===== config.mk =====
export PLATFORM = sky130hd
export DESIGN_NAME = jtframe_romrq_arb
export DESIGN_NICKNAME = d
export VERILOG_FILES = /design/src/rtl/jtframe_romarb_pkg.sv /design/src/rtl/jtframe_romarb_rr.sv /design/src/rtl/jtframe_romrq_arb.sv
export SDC_FILE = /design/constraint.sdc
export NUM_CORES = 1
export LEC_CHECK = 0
export ABC_CLOCK_PERIOD_IN_PS = 3490
export BUFFER_PORTS_ARGS = -buffer_cell sky130_fd_sc_hd__buf_2
export CAP_MARGIN = 20
export CORE_ASPECT_RATIO = 0.5
export CORE_MARGIN = 3
export CORE_UTILIZATION = 39
export CTS_CLUSTER_DIAMETER = 120
export DETAILED_ROUTE_END_ITERATION = 8
export HOLD_SLACK_MARGIN = 0.08
export PLACE_DENSITY = 0.7
export SLEW_MARGIN = 15
export SYNTH_ARGS = -nofsm -noshare
export SYNTH_HDL_FRONTEND = slang
export SYNTH_SLANG_ARGS = --single-unit

===== constraint.sdc =====
create_clock -name clk -period 3.49 [get_ports clk]
set_clock_uncertainty 0.05 [all_clocks]
set_input_delay 0.1745 -clock clk [delete_from_list [all_inputs] [get_ports clk]]
set_output_delay 0.1745 -clock clk [all_outputs]
set_load 0.1 [all_outputs]

===== src/rtl/jtframe_romarb_pkg.sv =====
// Shared types and helpers for the ROM request arbiter.
// Optional watchdog is enabled by defining JTFRAME_ROMARB_WDOG_EN.
package jtframe_romarb_pkg;

    localparam int ROMARB_AW   = 22;
    localparam int ROMARB_MAXS = 8;

    typedef enum logic [1:0] {
        IDLE      = 2'd0,
        WAIT_ACK  = 2'd1,
        WAIT_DATA = 2'd2
    } romarb_st_t;

    // One-hot of the first active request found searching circularly from last+1.
    // Walking k downwards lets the nearest candidate overwrite farther ones.
    function automatic logic [ROMARB_MAXS-1:0] rr_onehot(
        input logic [ROMARB_MAXS-1:0] req,
        input logic [2:0]             last,
        input int                     slots
    );
        logic [ROMARB_MAXS-1:0] oh;
        int idx;
        oh = '0;
        for (int k = slots; k >= 1; k--) begin
            idx = (int'(last) + k) % slots;
            if (req[idx]) oh = ROMARB_MAXS'(1) << idx;
        end
        return oh;
    endfunction

endpackage


===== src/rtl/jtframe_romarb_rr.sv =====
// Combinational round-robin picker: next grant (one-hot and index) after slot `last`.
// Part of jtframe_romrq_arb; optional watchdog macro JTFRAME_ROMARB_WDOG_EN lives in the top.
module jtframe_romarb_rr
    import jtframe_romarb_pkg::*;
#(
    parameter int SLOTS = 4,
    parameter int IW    = $clog2(SLOTS)
)(
    input  logic [SLOTS-1:0] slot_req,
    input  logic [IW-1:0]    last,
    output logic [SLOTS-1:0] grant_nx,
    output logic [IW-1:0]    idx_nx
);

    logic [ROMARB_MAXS-1:0] oh;
    logic [2:0]             idx8;

    always_comb begin
        oh   = rr_onehot(ROMARB_MAXS'(slot_req), 3'(last), SLOTS);
        idx8 = '0;
        for (int i = 0; i < ROMARB_MAXS; i++)
            if (oh[i]) idx8 = 3'(i);
    end

    assign grant_nx = oh[SLOTS-1:0];
    assign idx_nx   = IW'(idx8);

endmodule


===== src/rtl/jtframe_romrq_arb.sv =====
// Round-robin arbiter sharing one SDRAM read port among SLOTS ROM request slots.
// Define JTFRAME_ROMARB_WDOG_EN to add a watchdog that abandons stuck transactions.
module jtframe_romrq_arb
    import jtframe_romarb_pkg::*;
#(
    parameter int SLOTS = 4,
    parameter int WDOG  = 255
)(
    input  logic                       clk,
    input  logic                       rst_n,
    input  logic [SLOTS-1:0]           slot_req,
    input  logic [SLOTS*ROMARB_AW-1:0] slot_addr,
    output logic [SLOTS-1:0]           slot_we,
    output logic [SLOTS-1:0]           slot_din_ok,
    output logic                       sdram_req,
    output logic [ROMARB_AW-1:0]       sdram_addr,
    input  logic                       sdram_ack,
    input  logic                       sdram_rdy,
    output logic                       wdog_err
);

    localparam int IW = $clog2(SLOTS);
    localparam int WW = ($clog2(WDOG + 1) < 8) ? 8 : $clog2(WDOG + 1);

    romarb_st_t       st, st_nx;
    logic [SLOTS-1:0] grant, grant_nx;
    logic [IW-1:0]    last, idx_nx;
    logic             wd_trip;

    jtframe_romarb_rr #(.SLOTS(SLOTS), .IW(IW)) u_rr (
        .slot_req (slot_req),
        .last     (last),
        .grant_nx (grant_nx),
        .idx_nx   (idx_nx)
    );

`ifdef JTFRAME_ROMARB_WDOG_EN
    logic [WW-1:0] wd_cnt;
`endif

    always_comb begin
        st_nx   = st;
        wd_trip = 1'b0;
        case (st)
            IDLE:      if (|slot_req) st_nx = WAIT_ACK;
            WAIT_ACK:  if (sdram_ack) st_nx = WAIT_DATA;
            WAIT_DATA: if (sdram_rdy) st_nx = IDLE;
            default:   st_nx = IDLE;
        endcase
`ifdef JTFRAME_ROMARB_WDOG_EN
        // Trip on the edge where the counter would reach WDOG; a real completion wins.
        if (st != IDLE && st_nx == st && wd_cnt == WW'(WDOG - 1)) begin
            st_nx   = IDLE;
            wd_trip = 1'b1;
        end
`endif
    end

    always_ff @(posedge clk or negedge rst_n) begin
        if (!rst_n) begin
            st         <= IDLE;
            grant      <= '0;
            last       <= IW'(SLOTS - 1);
            sdram_req  <= 1'b0;
            sdram_addr <= '0;
        end else begin
            st <= st_nx;
            if (st == IDLE && st_nx == WAIT_ACK) begin
                grant      <= grant_nx;
                last       <= idx_nx;
                sdram_addr <= slot_addr[idx_nx*ROMARB_AW +: ROMARB_AW];
                sdram_req  <= 1'b1;
            end
            if (st == WAIT_ACK && st_nx == WAIT_DATA) sdram_req <= 1'b0;
            if (st != IDLE && st_nx == IDLE) begin
                grant     <= '0;
                sdram_req <= 1'b0;
            end
        end
    end

`ifdef JTFRAME_ROMARB_WDOG_EN
    always_ff @(posedge clk or negedge rst_n) begin
        if (!rst_n) begin
            wd_cnt   <= '0;
            wdog_err <= 1'b0;
        end else begin
            if (st_nx != st)     wd_cnt <= '0;
            else if (st != IDLE) wd_cnt <= wd_cnt + 1'b1;
            if (wd_trip) wdog_err <= 1'b1;
        end
    end
`else
    assign wdog_err = 1'b0;
`endif

    // Data is broadcast; ownership and strobe are qualified per slot.
    assign slot_we     = (st == WAIT_DATA) ? grant : '0;
    assign slot_din_ok = slot_we & {SLOTS{sdram_rdy}};

endmodule

==> results of run 1 <==
[sequential cells by signal (all words and copies together), names as in the netlist]
register and cells:
sdram_req 1, grant 4, sdram_addr 22, st 2, last 2
[logic make-up after synthesis]
logic type / after synthesis / share of synthesized area (%)
buffers and inverters: 37 / 5.96
other: 1 / 0.145
AND/OR/NAND/NOR: 57 / 12.7
multiplexers: 9 / 5.53
adder cells (fa/ha/maj): 7 / 3.39
AO/OA/AOI/OAI: 139 / 42.1
flip-flops: 31 / 30.2
[layout by cell type, fill, tap and decap left out, drive strengths merged, types with 3 or more instances in the layout]
cell	instances
inv	6
o22a	22
o21ai	6
clkbuf	7
buf	141
a31oi	22
nand2	10
a211oi	3
and3	30
a21oi	28
mux2i	3
a221o	22
ha	7
a32oi	23
mux4	4
and2	5
dfrtp	29
[final cells by class]
type | count | area, µm² | area share, %
multi-input cells | 213 | 1670 | 47.6
repair buffers | 142 | 769 | 21.9
clock buffers | 7 | 153 | 4.34
well taps | 88 | 110 | 3.13
flip-flops and latches | 31 | 778 | 22.2
inverters | 6 | 22.5 | 0.641
clock inverters | 1 | 7.51 | 0.214
[per-stage QoR]
stage	instances	hold WS, ns	setup WS, ns	util [%]	cell area [µm²]
after floorplan	281	-0.171	0.336	-	2580
after global placement	478	0.219	0.292	53.5	3330
after detailed placement	478	0.228	0.139	53.5	3330
after CTS	487	0.114	0.122	56.2	3500
after global routing	488	0.149	0.0150	56.4	3510
final	488	0.113	0.178	56.4	3510
[per-layer routing]
metal / GRT usage (%) / routed length (µm) / share of wire, %
met1: 29.6 / 3810 / 42
met2: 40.5 / 4470 / 50
met3: 4.22 / 598 / 6.6
met4: 5.65 / 148 / 1.6
met5: 0 / 0 / 0
[worst max path at each step]
stage          startpoint              to  slack (ns)  cells past startpoint
3_3_place_gp      last[1]  sdram_addr[12]        0.29                      8
6_report          last[1]   sdram_addr[7]        0.18                      9
5_1_grt           last[1]   sdram_addr[8]        0.02                      9
2_1_floorplan     last[0]   sdram_addr[0]        0.34                     10
3_5_place_dp      last[1]   sdram_addr[7]        0.14                      8
4_1_cts           last[1]   sdram_addr[7]        0.12                      8
[worst register-to-register path, stage by stage (launching register included)]
cell and delay, ns:
dfstp_2 0.64, inv_1 0.13, ha_1 0.37, mux2_2 0.37, and3_1 0.21, a2111oi_4 0.40, o21ai_2 0.25, buf_6 0.22
a221o_1 0.38, o22a_1 0.18
[synth_stat cells, types with 2 or more instances]
cell type / instances / area, µm²
buf_2: 6 / 30.0
ha_1: 7 / 87.6
o21ai_0: 5 / 25.0
mux2_2: 2 / 22.5
a221o_1: 22 / 220
mux2i_1: 3 / 30.0
nand2b_1: 2 / 12.5
clkbuf_1: 23 / 86.3
nor2_1: 2 / 7.51
buf_4: 2 / 15.0
a21oi_1: 28 / 140
mux4_2: 4 / 90.1
dfstp_2: 2 / 52.6
a32oi_1: 23 / 201
and3_1: 30 / 188
inv_1: 6 / 22.5
nand2_1: 10 / 37.5
a22o_1: 2 / 17.5
o22a_1: 22 / 193
a211oi_1: 2 / 15.0
nand3b_1: 2 / 15.0
a31oi_1: 22 / 138
o22ai_1: 2 / 12.5
and2_1: 5 / 31.3
dfrtp_1: 29 / 726
[timing repair]
action	CTS	global route
endpoints found under the setup margin	0	0
setup buffers	0	0
resized for setup	0	0
hold buffers	1	0
endpoints found under the hold margin	29	0
==> flow_summary.json, run 1 <==
{
  "min_path_type": "primary input to register",
  "grt_max_degree": 32,
  "critPathTopFamily": "compound AO/OA/AOI/OAI gates",
  "async_flop_share_pct": 100,
  "cts_sinks": 31,
  "hold_path_end": "st[1]",
  "cap_violations": 0,
  "htree_levels": 2,
  "setup.worst_path.start_class": "register",
  "slew_violations": 0,
  "drive_gt1_share_pct": 41.3,
  "layout_min_cycle_time_ns": 3.31,
  "first_pass_iters": 6,
  "avgSynthCellArea_um2": 9.18,
  "min_delay_path_depth": 3,
  "ys_seq_area_share_pct": 30.2,
  "path_cells": "inv_1 -> ha_1 -> mux2_2 -> and3_1 -> a2111oi_4 -> o21ai_2 -> buf_6 -> a221o_1 -> o22a_1",
  "r2r_setup_slack_ns": 0.18,
  "cts-root-buf": "clkbuf_16",
  "yosysUniqueCellTypes": 43,
  "r2r_cells": 9,
  "vias": 3040,
  "fillCellCount": 573,
  "setup_tns_ns": 0,
  "diodes": 0,
  "die_w_um": 121,
  "cp.arrival_ns": 3.43,
  "cts_buffer_depth": 2,
  "worst_path_max_delay_cell": "dfstp_2",
  "clk_pin_slew_ns": 0.05,
  "yosysWarningCount": 0,
  "timing.rr.start": "last[1]",
  "setup_viol": 0,
  "gp_congestion": 0.833,
  "final_antenna_net_count": 0,
  "clkLatencyLatePin_ns": 0.27,
  "r2r-end": "sdram_addr[7]",
  "yosys_most_used_dff": "dfrtp_1",
  "critPathMaxFanout": 14,
  "synth_area_mm2": 0.00258,
  "fin_crit_sh_pct": 94.9,
  "rsz0062_at_grt": "no",
  "worst_slew_pin_slew_ns": 1.06,
  "synth_fp_nets": 384,
  "numCtsBuffers": 5,
  "post_drt_wl_per_cell_um": 18.5,
  "grt-ovfl-total": 0,
  "synth_seq_cells": 31,
  "cp_num_buf_inv": 2,
  "relSlewSlack_pct": 29.1,
  "wirelength_um": 9020,
  "core_mm2": 0.00623,
  "synth_enable_flop_cells": 0,
  "num_rows": 20,
  "criticalPathCategory": "register to register",
  "die_y_um": 63.5,
  "dr.first_iter.drc_count": 300,
  "start_util_pct": 41.4,
  "grt_antenna_before_repair": 0,
  "grt_pass1_wl_um": 14500,
  "port_buffers": 126,
  "synthCells": 281,
  "drc": 0,
  "ioPinCount": 128,
  "cts_tree": "built",
  "cp-end-kind": "register",
  "fp.dieArea_mm2": 0.00769,
  "hold_viol": 0,
  "grt_pass1_vias": 2970,
  "area_delta_synth_final_pct": 36.2,
  "place_hpwl_um": 6380,
  "outcome": "completed",
  "fmax_mhz": 302,
  "cp_slowest_stage_delay_ns": 0.64,
  "final_nets": 502,
  "via_per_inst": 6.23,
  "critPathRequiredTime_ns": 3.60,
  "grt.total_usage_pct": 23.1,
  "hold_path_startpoint": "sdram_ack"
}
Power of run 1 is left out: the tool's default activity adds up to more than one toggle a clock period on the data nets, which glitch-free logic cannot reach.
==> run 2, diff against run 1 <==
- CTS_BUF_LIST: unset -> sky130_fd_sc_hd__clkbuf_8
- REMOVE_ABC_BUFFERS: unset -> 1
==> run 2 against run 1 <==
Net effect: first-iteration DRC count decreased by 39%; wire length decreased by 3.7%; utilization decreased by 1.4 points; count of clock-buffer cells in the layout decreased by 2; worst hold slack improved by 0.021 ns; via count decreased by 0.33%; setup slack improved by 0.019 ns; global-route usage decreased by 1.2 points; critical endpoint is now sdram_addr[9].
==> flow_summary.json, run 2 (synthesized netlist as in run 1, its figures left out) <==
{
  "outcome": "completed",
  "setup_viol": 0,
  "clkLatencyLatePin_ns": 0.28,
  "fillCellCount": 610,
  "start_util_pct": 41.4,
  "setup_tns_ns": 0,
  "top_register": "sdram_addr",
  "fmax_mhz": 304,
  "drc": 0,
  "mostFrequentLayoutCell": "buf_2",
  "cp.arrival_ns": 3.47,
  "post_drt_wl_per_cell_um": 17.8,
  "wirelength_um": 8690,
  "setup.worst_path.start_class": "register",
  "largest_reg_flops": 22,
  "cts-root-buf": "clkbuf_8",
  "r2r_setup_slack_ns": 0.20,
  "relSlewSlack_pct": 27.6,
  "cts_buffer_depth": 2,
  "die_w_um": 121,
  "worst_slew_pin_slew_ns": 1.09,
  "hold_viol": 0,
  "slew_violations": 0,
  "largestRegisters": "sdram_addr x22, grant x4",
  "r2r_cells": 8,
  "place_hpwl_um": 6320,
  "timing.rr.start": "last[0]",
  "criticalPathCategory": "register to register",
  "ioPinCount": 128,
  "layout_min_cycle_time_ns": 3.29,
  "port_buffers": 126,
  "dr.first_iter.drc_count": 182,
  "diodes": 0,
  "cts_tree": "built",
  "grt_pass1_vias": 2956,
  "cap_violations": 0,
  "crit_path_start": "last[0]",
  "cp-end-kind": "register",
  "final_nets": 503,
  "drive_gt1_share_pct": 40.9,
  "fin_crit_sh_pct": 94.4,
  "r2r-end": "sdram_addr[9]",
  "grt_max_degree": 32,
  "htree_levels": 2,
  "fp.dieArea_mm2": 0.00769,
  "layout_common_cells": "buf_2 (126), and3_1 (30), dfrtp_1 (29), a21oi_1 (26), a32oi_1 (23)",
  "critPathRequiredTime_ns": 3.67,
  "rsz0062_at_grt": "no",
  "critPathMaxFanout": 24,
  "via_per_inst": 6.20,
  "num_rows": 20,
  "grt-ovfl-total": 0,
  "grt.total_usage_pct": 22.0,
  "numCtsBuffers": 5,
  "core_mm2": 0.00623,
  "area_delta_synth_final_pct": 32.8,
  "min_path_type": "primary input to register",
  "cts_sinks": 31,
  "grt_antenna_before_repair": 0,
  "grt_pass1_wl_um": 14000,
  "final_antenna_net_count": 0,
  "clk_pin_slew_ns": 0.07,
  "die_y_um": 63.5,
  "first_pass_iters": 5,
  "vias": 3030,
  "gp_congestion": 0.830,
  "endpoint": "sdram_addr[9]"
}
==> run 2: cell count changes in the layout (fill, tap and decap cells not counted), sizes merged <==
cell,before,now
clkbuf,7,5
inv,6,8
buf,141,142
clkinv,0,1
clkinvlp,1,0
==> run 2: how the worst min path moves through the flow <==
stage / slack, ns / depth (start not counted) / start / to
2_1_floorplan: -0.17 / 0 / rst_n / grant[0]
5_1_grt: 0.14 / 3 / sdram_ack / st[1]
3_5_place_dp: 0.23 / 1 / rst_n / grant[0]
3_3_place_gp: 0.22 / 1 / rst_n / grant[0]
6_report: 0.13 / 3 / sdram_ack / st[1]
4_1_cts: 0.12 / 3 / sdram_ack / st[1]
==> run 2: routing by layer <==
layer	part of all wire [%]	track usage (%)
met1	41	27.4
met3	6.0	3.50
met2	52	40.5
met4	0.70	3.53
met5	0	0
==> run 2: final cells by class <==
cell class / count / area, µm² / share of cell area (%)
tap: 88 / 110 / 3.21
sequential: 31 / 778 / 22.7
multi-input combinational: 213 / 1670 / 48.8
inverter: 6 / 22.5 / 0.657
clock inverter: 3 / 12.5 / 0.365
clock buffer: 5 / 68.8 / 2.01
timing repair buffer: 143 / 761 / 22.2
==> run 2: repair_timing <==
| action | in CTS | in global routing |
|---|---|---|
| endpoints found under the hold margin | 29 | 0 |
| buffers inserted | 0 | 0 |
| hold buffers | 1 | 0 |
| gates resized for setup | 0 | 0 |
==> run 2: worst max-delay path, stage by stage (launching register included) <==
cell and delay [ns]:
dfstp_2 0.53, inv_1 0.10, ha_1 0.38, mux2_2 0.37, mux2i_1 0.32, a2111oi_4 0.16, o21ai_2 0.88, a221o_1 0.31
o22a_1 0.13
==> run 2: metrics by stage <==
| stage | hold slack, ns | instance area [µm²] | worst slack [ns] | util [%] | std cells |
|---|---|---|---|---|---|
| finish | 0.134 | 3430 | 0.197 | 55.0 | 489 |
| global route | 0.139 | 3430 | 0.0500 | 55.0 | 489 |
| floorplan | -0.171 | 2450 | -0.347 | - | 250 |
| CTS | 0.116 | 3430 | 0.204 | 55.0 | 489 |
| global placement | 0.216 | 3330 | 0.356 | 53.5 | 480 |
| detailed placement | 0.233 | 3330 | 0.226 | 53.5 | 480 |
Power of run 2 is left out for the same reason.
